$ cat config.mk
export PLATFORM = sky130hd
export DESIGN_NAME = speed_level_meter
export DESIGN_NICKNAME = d
export VERILOG_FILES = /design/src/rtl/speed_pkg.sv /design/src/rtl/pulse_sync_edge.sv /design/src/rtl/speed_level_meter.sv
export SDC_FILE = /design/constraint.sdc
export NUM_CORES = 1
export LEC_CHECK = 0
export CAP_MARGIN = 20
export CORE_MARGIN = 5
export CORE_UTILIZATION = 50
export DETAILED_ROUTE_END_ITERATION = 16
export PLACE_DENSITY_LB_ADDON = 0.15
export SYNTH_ARGS = -nofsm -noshare
export SYNTH_HDL_FRONTEND = slang
export SYNTH_SLANG_ARGS = --single-unit
$ cat constraint.sdc
create_clock -name clk -period 2 [get_ports clk]
set_input_delay 0.3 -clock clk [delete_from_list [all_inputs] [get_ports clk]]
set_output_delay 0.3 -clock clk [all_outputs]
set_load 0.02 [all_outputs]
$ cat src/rtl/speed_pkg.sv
// Shared constants, FSM state type and helpers for the speed level meter
// and the downstream speed-LED decoder.
package speed_pkg;

    localparam int unsigned LEVEL_W   = 3;
    localparam int unsigned LEVEL_MAX = 7;

    typedef enum logic {
        IDLE    = 1'b0,
        MEASURE = 1'b1
    } state_t;

    // Floor log2; LEVEL_STEP is a power of two, so this is exact.
    function automatic int unsigned log2_int(input int unsigned v);
        int unsigned r = 0;
        int unsigned x = v;
        while (x > 1) begin
            x = x >> 1;
            r = r + 1;
        end
        return r;
    endfunction

endpackage

$ cat src/rtl/pulse_sync_edge.sv
// Two-flop synchroniser for an asynchronous sensor line, plus a third flop
// for a one-cycle rising-edge strobe.
module pulse_sync_edge (
    input  logic clk,
    input  logic rst,
    input  logic raw,
    output logic rise_c
);

    logic s1;
    logic s2;
    logic s3;

    always_ff @(posedge clk) begin
        if (rst) begin
            s1 <= 1'b0;
            s2 <= 1'b0;
            s3 <= 1'b0;
        end else begin
            s1 <= raw;
            s2 <= s1;
            s3 <= s2;
        end
    end

    assign rise_c = s2 & ~s3;

endmodule

$ cat src/rtl/speed_level_meter.sv
// Counts wheel pulses over back-to-back gate windows and reports the count,
// a quantised speed level and a motion flag once per window.
module speed_level_meter
    import speed_pkg::*;
#(
    parameter int unsigned GATE_CYCLES  = 1000,
    parameter int unsigned CNT_W        = 8,
    parameter int unsigned LEVEL_STEP   = 4,
    parameter int unsigned STOP_WINDOWS = 3
) (
    input  logic               clk,
    input  logic               rst,
    input  logic               run,
    input  logic               wheel,
    output logic [LEVEL_W-1:0] level,
    output logic               moving,
    output logic               valid,
    output logic [CNT_W-1:0]   pulse_cnt
);

    localparam int unsigned GATE_W = $clog2(GATE_CYCLES);
    localparam int unsigned SHIFT  = log2_int(LEVEL_STEP);
    localparam int unsigned ZERO_W = $clog2(STOP_WINDOWS + 1);
    localparam logic [CNT_W-1:0] CNT_MAX = '1;

    state_t              state_q;
    state_t              state_d;
    logic [GATE_W-1:0]   gate_q;
    logic [CNT_W-1:0]    win_cnt_q;
    logic [ZERO_W-1:0]   zero_q;
    logic                rise_c;
    logic                close_c;
    logic [CNT_W-1:0]    quot_c;
    logic [LEVEL_W-1:0]  level_c;
    logic [ZERO_W-1:0]   zero_inc_c;

    pulse_sync_edge u_sync (
        .clk    (clk),
        .rst    (rst),
        .raw    (wheel),
        .rise_c (rise_c)
    );

    // Next state; a window closes only if run is still high on its terminal cycle.
    always_comb begin
        state_d = state_q;
        close_c = 1'b0;
        case (state_q)
            IDLE: begin
                if (run) state_d = MEASURE;
            end
            MEASURE: begin
                close_c = run && (gate_q == GATE_W'(GATE_CYCLES - 1));
                if (!run) state_d = IDLE;
            end
        endcase
    end

    // Level quantisation with clamp, and saturating empty-window count.
    always_comb begin
        quot_c     = win_cnt_q >> SHIFT;
        level_c    = (quot_c > CNT_W'(LEVEL_MAX)) ? LEVEL_W'(LEVEL_MAX) : LEVEL_W'(quot_c);
        zero_inc_c = (zero_q == ZERO_W'(STOP_WINDOWS)) ? zero_q : zero_q + ZERO_W'(1);
    end

    always_ff @(posedge clk) begin
        if (rst) state_q <= IDLE;
        else     state_q <= state_d;
    end

    // Gate/pulse counting and registered window results; idle or abort clears all.
    always_ff @(posedge clk) begin
        if (rst || state_q == IDLE || !run) begin
            gate_q    <= '0;
            win_cnt_q <= '0;
            zero_q    <= '0;
            level     <= '0;
            moving    <= 1'b0;
            valid     <= 1'b0;
            pulse_cnt <= '0;
        end else if (close_c) begin
            gate_q    <= '0;
            win_cnt_q <= CNT_W'(rise_c);
            pulse_cnt <= win_cnt_q;
            valid     <= 1'b1;
            if (win_cnt_q != '0) begin
                level  <= level_c;
                moving <= 1'b1;
                zero_q <= '0;
            end else begin
                zero_q <= zero_inc_c;
                if (zero_inc_c == ZERO_W'(STOP_WINDOWS)) begin
                    level  <= '0;
                    moving <= 1'b0;
                end
            end
        end else begin
            gate_q <= gate_q + GATE_W'(1);
            valid  <= 1'b0;
            if (rise_c && win_cnt_q != CNT_MAX) win_cnt_q <= win_cnt_q + CNT_W'(1);
        end
    end

endmodule

* Yosys cells after proc, flatten, opt, wreduce, memory -nomap -nowiden
Cells that the tools add are included.
Operators by class: add/subtract/negate cells 3, reduce and logical (&&, ||, !) cells 10, bitwise logic cells 3, $mul 0, $lt $le $gt $ge 1, mux-type cells 12, div/mod/pow operators 0, equal/unequal tests 4, shift-type cells 0
Operator list (number):
- $add 10x1->10 const B | 1
- $eq 10x10->1 const B | 1
- $mux 3 | 3
- $add 8x1->8 const B | 1
- $ne 8x8->1 const B | 1
- $reduce_bool 8->1 | 1
- $mux 1 | 7
- $gt 6x3->1 const B | 1
- $eq 2x2->1 const B | 2
- $mux 2 | 2
- $reduce_bool 2->1 | 2
- $add 2x1->2 const B | 1
- $logic_and 1x1->1 | 2
- $logic_or 1x1->1 | 2
- $not 1->1 | 2
- $reduce_and 2->1 | 1
- $reduce_or 2->1 | 1
- $and 1x1->1 | 1
- $logic_not 1->1 | 1
Word-level totals: memory bits (writable) 0, memories 0, memory bits (read-only) 0, bits in latches 0, register bits after elaboration 37

* Logic depth before layout (Yosys ltp)
Gate-level depths: netlist of the first run.
depth in word-level cells 5, mapped depth 6, mapped depth without buffers 5

* By module
A second synthesis of the first run with hierarchy kept.
Unflattened totals: cell total of the unflattened synthesis 182, area total of the unflattened synthesis 1596.5 sq um
Modules (own cells, without submodules):
- speed_level_meter | area an instance 1508.9 sq um, cells each 175, sequential area each 680.7 sq um, times used 1
- pulse_sync_edge | area an instance 87.6 sq um, cells each 7, sequential area each 60.1 sq um, times used 1

* Worst setup path after synthesis of the first run
Ideal clock, no wire load.
kind flip-flop to flip-flop, start reg gate_q[0], end reg gate_q[9], setup slack 0.399 ns, library setup time 0.115 ns, path buffers 1, cell stages (with the launch flop) 7, clock period less this slack 1.601 ns, arrival 1.487 ns, cell sequence dfxtp_1 > ha_1 > nand2_1 > nor4_4 > nand2b_2 > buf_6 > nor2_1
Between the ends: longest elaborated chain between the ends 4
RTL lines:
- start: declaration | RTL line speed_level_meter.sv:28 | logic [GATE_W-1:0] gate_q;
- start signal: assignment | RTL line speed_level_meter.sv:98 | gate_q <= gate_q + GATE_W'(1);
- parallel branches: the longest is 4 deep, another holds $add 10x1->10
Several ways; the timed one is not identified. A chain may end at the register's enable or synchronous reset.

* Final worst setup path of the first run
start reg gate_q[3], end reg gate_q[7]
Same word-level chain as after synthesis.

==> results.md, run 1 <==
- Fin crit period: 1.644 ns
- RSZ-0062 raised after global routing: false
- Power per cell area: 683.1 nW/µm²
- Setup_tns: 0 ns
- Final Hold Viols: 0
- Critical path arrival: 1.87 ns
- Hold_ws: 0.4496 ns
- Maximum VDD drop: 0.0004605 V
- Global routing's busiest layer: met2
- Max-Slew Margin vs Limit: 69.04%
- Status: complete, no violations
- First-pass GRT wire length: 4802 µm
- Worst r2r dst: gate_q[7]
- Max Root-Sink Buffers: 2
- Critical Path Start Type: flop
- Final Net Count: 185
- Pleak: 0.0005908 µW
- Pin count of the biggest net entering global routing: 16
- Highest clock rate: 608.3 MHz
- Overall power: 1202 µW
- Total CTS buffers: 5
- Fin worst setup slack: 0.3561 ns
- Slowest stage cell, crit path: or3b_4
- Resized Gates After CTS: 0
- Endpoint type of the worst setup path: flop
- Die X: 65.12 µm
- Inst Count DP: 204
- GRT met3 Usage: 5.641%
- Post-Syn Instances: 158
- Core ar.: 2978 µm²
- YS warnings: 0
- Synth unique cells: 38
- Fraction of layout cells with a size suffix above 1: 10.06%
- Largest stage delay, worst path: 0.42 ns
- MaxCap Viol Count: 0
- Met1 GRT Util: 17.93%
- Total Routed Length: 2685 µm
- Port Buf Inserts: 16
- Setup WS pre-CTS: 0.05521 ns
- Dpl hpwl: 1977 µm
- Register bit total from synthesis: 37
- Final Skew: 0.002473 ns
- R2R Setup Slk: 0.36 ns
- Worst hold path type: flop to flop
- Post-cts hold buffer count: 0
- Setup violators final: 0
- Sequential share of the synthesized area: 48.76%
- CTS tree: built
- WP data required: 2.22 ns
- Slew Viols, Final: 0
- H-tree depth: 2
- Worst setup path startpoint: gate_q[3]
- Worst-Margin Slew: 0.4638 ns
- Reg-to-Reg Start: gate_q[3]
- Rows: 20
- I/O pin count: 17
- CTS root buf: clkbuf_4
- GRT Resource Usage Total: 14.66%
- Vias per inst: 5.302
- Critical path class: flop to flop
- Gr ovfl total: 0
- DR DRC count: 0
- Critical Path, Cell by Cell: or3b_4, nor4_4, nand2b_2, nor2_1
- Initial drt markers: 20
- Full die area: 4240 µm²
- Clock tree sinks: 37
- Syn_nets: 165
- Drt pass-1 iters: 4
- Syn avg cell area: 9.614 µm²
- Wire length per cell: 12.67 µm
- Final std cells w/o fill: 212
- # diodes: 0
- Clock slew at reported path FFs: 0.10 ns
- Met2 Use GR: 23.37%
- Area grow syn2layout: 15.82%
- Die Height: 65.12 µm
- Post-CTS Setup Bufs: 0
- Detailed-route via count: 1124
- Cell Area, Synth: 1519 µm²
- Antenna Nets Post-Route: 0
- Placer Congestion: 0.7947
- Clk Latency, worst-skew pair: 0.33 ns
- Final Cycle Share: 82.19%
- Initial antenna violation count: 0
- Critical Path End: gate_q[7]
- Number of global-route vias before repair: 1063
- FILL cells: 270
- Worst Reg-to-Reg Cells: 4
- Crit Path Max Fanout: 15
- Starting density of the core: 51.01%
-- final cells by class --
| type | instances | area [µm²] | share of cell area [%] |
|---|---|---|---|
| multi-input cells | 111 | 709.4 | 40.33 |
| inverters | 4 | 15.01 | 0.8535 |
| clock inverters | 1 | 5.005 | 0.2845 |
| well taps | 33 | 41.29 | 2.347 |
| repair buffers | 19 | 182.7 | 10.38 |
| clock buffers | 7 | 65.06 | 3.698 |
| flip-flops and latches | 37 | 740.7 | 42.11 |
-- worst max-delay path: cells and delay by family (launching register included) --
kind | cells | cell delay (ns)
and+or+nand+nor | 4 | 1.17
DFF | 1 | 0.36
-- worst min path at each step --
stage / start / slack, ns / endpoint / cells past startpoint
after detailed placement: u_sync.s1 / 0.43 / u_sync.s2 / 1
final: u_sync.s1 / 0.45 / u_sync.s2 / 1
after global routing: u_sync.s1 / 0.48 / u_sync.s2 / 1
after CTS: u_sync.s1 / 0.45 / u_sync.s2 / 1
after floorplan: rst / 0.37 / state_q / 1
after global placement: u_sync.s1 / 0.42 / u_sync.s2 / 1
-- flip-flops by register name, indices dropped and copies added (netlist names) --
name	count
gate_q	10
level	3
moving	1
pulse_cnt	8
state_q	1
u_sync.s1	1
u_sync.s2	1
u_sync.s3	1
valid	1
win_cnt_q	8
zero_q	2
-- cells in the mapped netlist --
master | count | area, µm²
a211oi_1 | 1 | 7.510
nor2_1 | 17 | 63.81
mux2i_1 | 2 | 20.02
o41ai_1 | 2 | 17.52
a22o_1 | 9 | 78.83
and2_4 | 1 | 8.760
nand4_1 | 2 | 12.51
nor2b_1 | 5 | 31.28
a22o_2 | 1 | 10.01
nor4_4 | 1 | 21.27
xnor2_1 | 7 | 61.31
a21bo_2 | 1 | 10.01
inv_1 | 4 | 15.01
a311oi_1 | 2 | 17.52
a21oi_1 | 6 | 30.03
nand2_1 | 17 | 63.81
and2_1 | 1 | 6.260
nand2b_1 | 2 | 12.51
nor2_2 | 1 | 6.260
dfxtp_1 | 37 | 740.7
nand3b_1 | 1 | 7.510
or3_1 | 1 | 6.260
nor3_1 | 5 | 25.02
and3_1 | 2 | 12.51
buf_12 | 1 | 20.02
xor2_1 | 3 | 26.28
or3b_4 | 1 | 11.26
o21a_1 | 2 | 15.01
o22ai_1 | 2 | 12.51
nor4_1 | 2 | 12.51
ha_1 | 3 | 37.54
clkbuf_1 | 3 | 11.26
o211ai_1 | 1 | 7.510
buf_6 | 2 | 22.52
o21ai_0 | 2 | 10.01
nor3b_1 | 1 | 7.510
nand2b_2 | 1 | 8.760
nand3_1 | 6 | 30.03
-- layout by cell type (no fill, tap or decap), types with 2 or more instances in the layout --
master,instances
nor4_1,2
o22ai_1,2
nand4_1,2
inv_1,4
and3_1,2
a311oi_1,2
clkbuf_4,5
o21ai_0,2
clkdlybuf4s50_1,16
nor2_1,17
mux2i_1,2
a21oi_1,6
nand3_1,6
xnor2_1,7
o21a_1,2
nand2b_1,2
o41ai_1,2
dfxtp_1,37
nor3_1,5
buf_4,3
a22o_1,9
clkbuf_8,2
nor2b_1,5
ha_1,3
xor2_1,3
nand2_1,17
-- power by group --
group | internal, µW | switching, µW
clock network | 204 | 230
logic | 11.2 | 13.6
registers | 741 | 2.18
-- kinds of logic (layout without fill, tap and decap cells) --
kind of cell	Yosys count	in the layout	synth area share, %
muxes	2	2	1.318
and+or+nand+nor	67	67	22.90
buffers and inverters	10	31	4.530
AOI/OAI and AO/OA	29	29	14.25
xor gates and xnor gates	10	10	5.766
adders and majority gates	3	3	2.471
DFF	37	37	48.76
-- routing by layer --
layer  wire length [µm]  vias up  part of all wire [%]
li1                   -      591                     -
met1               1313      509                    49
met2               1203       18                    45
met3                119        6                   4.4
met4                 48        0                   1.8
met5                  0        -                     0
-- metrics by stage --
stage | utilization, % | area, µm²
floorplan | - | 1519
CTS | 59.08 | 1759
global route | 59.08 | 1759
detailed placement | 56.72 | 1689
global placement | 56.72 | 1689
finish | 59.08 | 1759
Power figures use the tool's default switching activity.
==> run 2: changes to the inputs <==
CORE_UTILIZATION = 49   (was 50)
clock period = 1.5 ns   (was 2 ns; I/O delays follow)
==> run 2 against run 1 <==
The run now ends with setup timing left. Sequential cell count unchanged. Fmax increased by 5.2%. Cell count increased by 12%. First-iteration DRC count increased to 3.2 times the previous value. Utilization increased by 7.4 points. Largest cell class is now multi-input combinational cells.
==> results.md, run 2 (synthesis results as in run 1) <==
- Power per cell area: 823.9 nW/µm² (+21%)
- Wire length per cell: 14.68 µm (+16%)
- Highest clock rate: 639.8 MHz (+5.2%)
- Final Cycle Share: 104.2% (+22 points)
- Setup violators final: 18 (+18)
- Sw Pwr: 363.2 µW (+47%)
- Hold_ws: 0.4267 ns (-0.02289 ns)
- Rows: 20 (unchanged)
- Final Hold Viols: 0 (unchanged)
- Worst r2r dst: zero_q[1]
- Port Buf Inserts: 16 (unchanged)
- Slowest stage cell, crit path: or3b_4
- Sum of buffers and inverters on the critical path: 1 (+1)
- Area grow syn2layout: 31.38%
- Max FFs per register: 10 (unchanged)
- # diodes: 0 (unchanged)
- I/O pin count: 17 (unchanged)
- Critical path arrival: 1.80 ns (-0.07 ns)
- Top Layer Used: met4
- CTS tree: built
- Status: complete, but fails checks
- Starting density of the core: 50.58% (-0.43 points)
- Fraction of layout cells with a size suffix above 1: 28.92% (+19 points)
- Critical Path Start Type: flop
- Core ar.: 3003 µm² (+0.84%)
- MaxCap Viol Count: 0 (unchanged)
- R2R Setup Slk: -0.06 ns (-0.42 ns)
- Fin crit period: 1.563 ns (-0.08091 ns)
- Most common cell after layout, fill and taps aside: dfxtp_1
- Clk Latency, worst-skew pair: 0.36 ns (+0.03 ns)
- Largest registers: gate_q x10, pulse_cnt x8, win_cnt_q x8
- Gr ovfl total: 0 (unchanged)
- Min-delay src: wheel
- Flop pwr share: 60.2% (-1.6 points)
- Slew Viols, Final: 0 (unchanged)
- Commonest cells after routing, fill and taps aside: dfxtp_1, buf_4, nand2_1
- RSZ-0062 raised after global routing: true
- Area occupied by multi-input gates: 778.2 µm² (+9.7%)
- Combinational share of power: 2.8% (+0.7 points)
- Final std cells w/o fill: 237 (+12%)
- Critical Path, Cell by Cell: or3b_4, nor4_4, buf_2, nand2_1, nor3b_2
- Clock share of power: 37.0% (+0.9 points)
- DR WL met2: 1621 µm (+35%)
- Clock tree sinks: 37 (unchanged)
- Maximum VDD drop: 0.0005013 V (+8.9%)
- CP delay by family, top: simple AND/OR/NAND/NOR gates
- Endpoint type of the worst setup path: flop
- FILL cells: 255 (-5.6%)
- Largest stage delay, worst path: 0.40 ns (-0.02 ns)
- Met1 WL: 1600 µm (+22%)
- Number of global-route vias before repair: 1166 (+9.7%)
- Dpl hpwl: 2348 µm (+19%)
- Initial drt markers: 63 (+220%)
- Antenna Nets Post-Route: 0 (unchanged)
- Placer Congestion: 0.8090 (+1.8%)
- Switching share of total power: 22.09% (+1.6 points)
- Worst hold path type: primary input to flop
- Met3 routed WL: 197 µm (+66%)
- Pleak: 0.0007900 µW (+34%)
- Clock slew at reported path FFs: 0.11 ns (about the same)
- Internal power: 1281 µW (+34%)
- Final Net Count: 210 (+14%)
- Inst Count DP: 224 (+9.8%)
- WP data required: 1.74 ns (-0.48 ns)
- Reg-to-Reg Start: gate_q[3]
- Pin count of the biggest net entering global routing: 16 (unchanged)
- DR DRC count: 0 (unchanged)
- Critical path class: flop to flop
- Max Root-Sink Buffers: 2 (unchanged)
- Die X: 65.68 µm (+0.86%)
- Total Routed Length: 3480 µm (+30%)
- Fin worst setup slack: -0.06294 ns (-0.4191 ns)
- Worst-Margin Slew: 0.5019 ns (+0.03806 ns)
- First-pass GRT wire length: 5299 µm (+10%)
- Full die area: 4313 µm² (+1.7%)
- Hold Path Cell Cnt: 2 (+1)
- Max-Slew Margin vs Limit: 66.50% (-2.5 points)
- GRT Resource Usage Total: 16.51% (+1.9 points)
- Largest Register: gate_q
- Crit Path Max Fanout: 5 (-10)
- Total CTS buffers: 5 (unchanged)
- Post-cts hold buffer count: 0 (unchanged)
- Worst Reg-to-Reg Cells: 5 (+1)
- Violated checks: setup timing
- Detailed-route via count: 1264 (+12%)
- Vias per inst: 5.333 (+0.59%)
- Worst Hold Path EP: u_sync.s1
- Drt pass-1 iters: 4 (unchanged)
- CTS root buf: clkbuf_4
- Sequential Area: 747.0 µm² (+0.84%)
- Initial antenna violation count: 0 (unchanged)
- Final Skew: 0.01473 ns (+0.01225 ns)
- Die Height: 65.68 µm (+0.86%)
- H-tree depth: 2 (unchanged)
run 2: changes by cell type in the layout (fill, tap and decap cells not counted), moves of 2 or more:
cell             delta
buf_4              +20
nand2b_4            +2
a21oi_2             +2
dfxtp_2             +5
clkdlybuf4s50_1    -13
a21oi_1             -2
dfxtp_1             -5
dlygate4sd2_1      +13
buf_6               +2
nor2_1              -4
nor2_2              +4
run 2: final cells by class:
| type | instances | area share [%] |
|---|---|---|
| Timing Repair Buffer | 42 | 17.24 |
| Inverter | 4 | 0.7524 |
| Clock inverter | 1 | 0.2508 |
| Multi-Input combinational cell | 113 | 39.00 |
| Sequential cell | 37 | 37.43 |
| Clock buffer | 7 | 3.260 |
| Tap cell | 33 | 2.069 |
run 2: how the worst max path moves through the flow:
stage	start	end	slack, ns	cells after the start
after detailed placement	run	win_cnt_q[2]	-0.28	6
final	gate_q[3]	zero_q[1]	-0.06	5
after global routing	gate_q[3]	win_cnt_q[2]	-0.17	5
after floorplan	gate_q[3]	pulse_cnt[5]	-0.09	5
after global placement	run	win_cnt_q[3]	-0.25	6
after CTS	gate_q[3]	win_cnt_q[0]	-0.03	5
run 2: per-layer routing:
metal,vias to the layer above,global-route usage (%)
li1,639,-
met4,0,10.62
met3,8,4.786
met5,-,0
met1,588,19.28
met2,29,26.16
run 2: power by group through the flow:
stage                     Clock (µW)  Sequential (µW)  Combinational (µW)
after floorplan                    0             1010                21.5
after global placement             0             1010                41.3
after detailed placement           0             1010                41.9
after CTS                        620              990                42.2
after global routing             671              991                49.2
final                            608              990                45.7
run 2: timing repair:
action,CTS,global route
setup buffers,0,2
setup endpoints to repair,39,30
gates resized for setup,15,16
pin swaps,3,3
gates cloned,0,3
run 2: per-stage QoR:
step / TNS [ns] / area, µm² / setup slack [ns] / utilization (%) / power [µW]
2_1_floorplan: -1.460 / 1529 / -0.08689 / - / 1034
5_1_grt: -3.238 / 1996 / -0.1708 / 66.46 / 1712
3_5_place_dp: -7.798 / 1849 / -0.2828 / 61.58 / 1054
6_report: -0.6239 / 1996 / -0.06294 / 66.46 / 1644
4_1_cts: -0.2125 / 1909 / -0.03480 / 63.58 / 1652
3_3_place_gp: -6.905 / 1849 / -0.2496 / 61.58 / 1054
==> run 3: changes to the inputs <==
SETUP_SLACK_MARGIN = 0.4   (was unset)
==> run 3 against run 2 <==
The flow still finishes with violations (setup timing). Largest cell class unchanged. Non-clock buffer count grew 4. Wire length grew 7.2%. Die area unchanged. Via count rose by 6.4%. Critical path depth is 1 higher. Fmax about the same. Utilization rose by 3.1 points. Setup slack about the same. Sequential power hardly changed. Sequential share of layout area fell by 1.0 points. Clock skew fell by 0.0016 ns. Critical path type unchanged. Power up 14%.
==> results.md, run 3 (synthesis results as in run 1) <==
- Dpl hpwl: 2583 µm (+10%)
- Largest registers: gate_q x10, pulse_cnt x8, win_cnt_q x8
- Number of global-route vias before repair: 1364 (+17%)
- Clk Latency, worst-skew pair: 0.35 ns (about the same)
- Die Height: 65.68 µm (unchanged)
- Clock tree sinks: 37 (unchanged)
- Initial drt markers: 54 (-14%)
- Fraction of layout cells with a size suffix above 1: 43.75% (+15 points)
- Setup violators final: 14 (-4)
- Slew Viols, Final: 0 (unchanged)
- Largest Register: gate_q
- H-tree depth: 2 (unchanged)
- Power per cell area: 898.2 nW/µm² (+9.0%)
- Max Root-Sink Buffers: 2 (unchanged)
- First-pass GRT wire length: 6244 µm (+18%)
- Endpoint type of the worst setup path: flop
- Setup_tns: -0.5952 ns (+0.02863 ns)
- Total CTS buffers: 5 (unchanged)
- Full die area: 4313 µm² (unchanged)
- Max FFs per register: 10 (unchanged)
- Starting density of the core: 50.58% (unchanged)
- Rows: 20 (unchanged)
- CTS tree: built
- Critical path class: flop to flop
- Final Hold Viols: 0 (unchanged)
- MaxCap Viol Count: 0 (unchanged)
- Vias per inst: 5.581 (+4.6%)
- Initial antenna violation count: 0 (unchanged)
- DR DRC count: 0 (unchanged)
- Critical path arrival: 1.84 ns (+0.04 ns)
- Worst hold path type: primary input to flop
- Clock slew at reported path FFs: 0.11 ns (about the same)
- Core ar.: 3003 µm² (unchanged)
- Maximum VDD drop: 0.0007775 V (+55%)
- I/O pin count: 17 (unchanged)
- Pleak: 0.0008132 µW (+2.9%)
- Fin util: 69.54% (+3.1 points)
- CTS root buf: clkbuf_4
- Area grow syn2layout: 37.48%
- GRT Resource Usage Total: 19.35% (+2.8 points)
- Setup WS pre-CTS: -0.3100 ns (-0.02725 ns)
- Antenna Nets Post-Route: 0 (unchanged)
- Crit Path Max Fanout: 4 (-1)
- FILL cells: 250 (-2.0%)
- Highest clock rate: 639.9 MHz (about the same)
- Worst-Margin Slew: 0.3746 ns (-0.1273 ns)
- Die X: 65.68 µm (unchanged)
- Final Cycle Share: 104.2% (about the same)
- Hold_ws: 0.4418 ns (+0.01514 ns)
- Status: complete, but fails checks
- Most common cell after layout, fill and taps aside: buf_4
- Final Net Count: 214 (+1.9%)
- Max-Slew Margin vs Limit: 74.99% (+8.5 points)
- WP data required: 1.78 ns (+0.04 ns)
- RSZ-0062 raised after global routing: true
- Commonest cells after routing, fill and taps aside: buf_4, dfxtp_1, nand2_1, nor2_1, dfxtp_2
- Detailed-route via count: 1345 (+6.4%)
- Critical Path Start Type: flop
- Fin worst setup slack: -0.06286 ns (+0.00008050 ns)
- Area occupied by multi-input gates: 813.3 µm² (+4.5%)
- Fin crit period: 1.563 ns (-0.00008050 ns)
- Post-cts hold buffer count: 0 (unchanged)
- Sequential Area: 760.7 µm² (+1.8%)
- Total Routed Length: 3730 µm (+7.2%)
- Wire length per cell: 15.48 µm (+5.4%)
- # diodes: 0 (unchanged)
- Port Buf Inserts: 16 (unchanged)
- Placer Congestion: 0.8107 (+0.21%)
- Gr ovfl total: 0 (unchanged)
- Final Skew: 0.01313 ns (-0.001596 ns)
- Pin count of the biggest net entering global routing: 16 (unchanged)
- Violated checks: setup timing
- Drt pass-1 iters: 6 (+2)
==> run 3: cell count changes in the layout (fill, tap and decap cells not counted), sizes merged <==
cell / change
bufinv: +2
clkbuf: -2
dlygate4sd2: -13
nor2: +1
nand2b: -1
buf: +17
==> run 3: metrics by stage <==
stage	power [µW]	instance area [µm²]	cells
2_1_floorplan	1034	1538	158
3_3_place_gp	1053	1873	226
3_5_place_dp	1055	1873	226
4_1_cts	1898	2022	238
5_1_grt	1947	2088	241
6_report	1876	2088	241
==> run 3: area by class of cell <==
cell class / instances / area share, %
flip-flops and latches: 37 / 36.43
multi-input cells: 113 / 38.95
well taps: 33 / 1.977
clock inverters: 3 / 3.116
repair buffers: 46 / 17.02
clock buffers: 5 / 1.797
inverters: 4 / 0.7190
==> run 3: per-layer routing <==
metal / global-route usage (%) / routed length [µm]
met1: 20.89 / 1480
met2: 34.92 / 2001
met3: 5.812 / 184
met4: 7.513 / 63
met5: 0 / 0
==> run 3: power by group <==
group | leakage [µW] | switching (µW) | internal [µW]
Combinational | 0.000451 | 23.4 | 22.2
Clock | 0.0000552 | 325 | 516
Sequential | 0.000307 | 2.40 | 987
Total | 0.000813 | 350 | 1530
==> run 3: timing repair <==
action	CTS	global route
setup endpoints to repair	45	43
setup buffers	2	3
gates resized for setup	76	18
gates cloned	2	0
pin swaps	14	4
==> run 3: final timing paths <==
check / from / to / slack, ns / depth (start not counted)
max: gate_q[8] / level[0] / -0.06 / 6
min: wheel / u_sync.s1 / 0.44 / 2
max reg2reg: gate_q[8] / level[0] / -0.06 / 6
min reg2reg: u_sync.s1 / u_sync.s2 / 0.46 / 1
==> run 3: worst max-delay path: stages, from the launching register on <==
cell	delay, ns
dfxtp_2	0.36
nand4_1	0.22
nor4_4	0.39
buf_4	0.19
buf_6	0.10
o41ai_2	0.07
o22ai_1	0.16
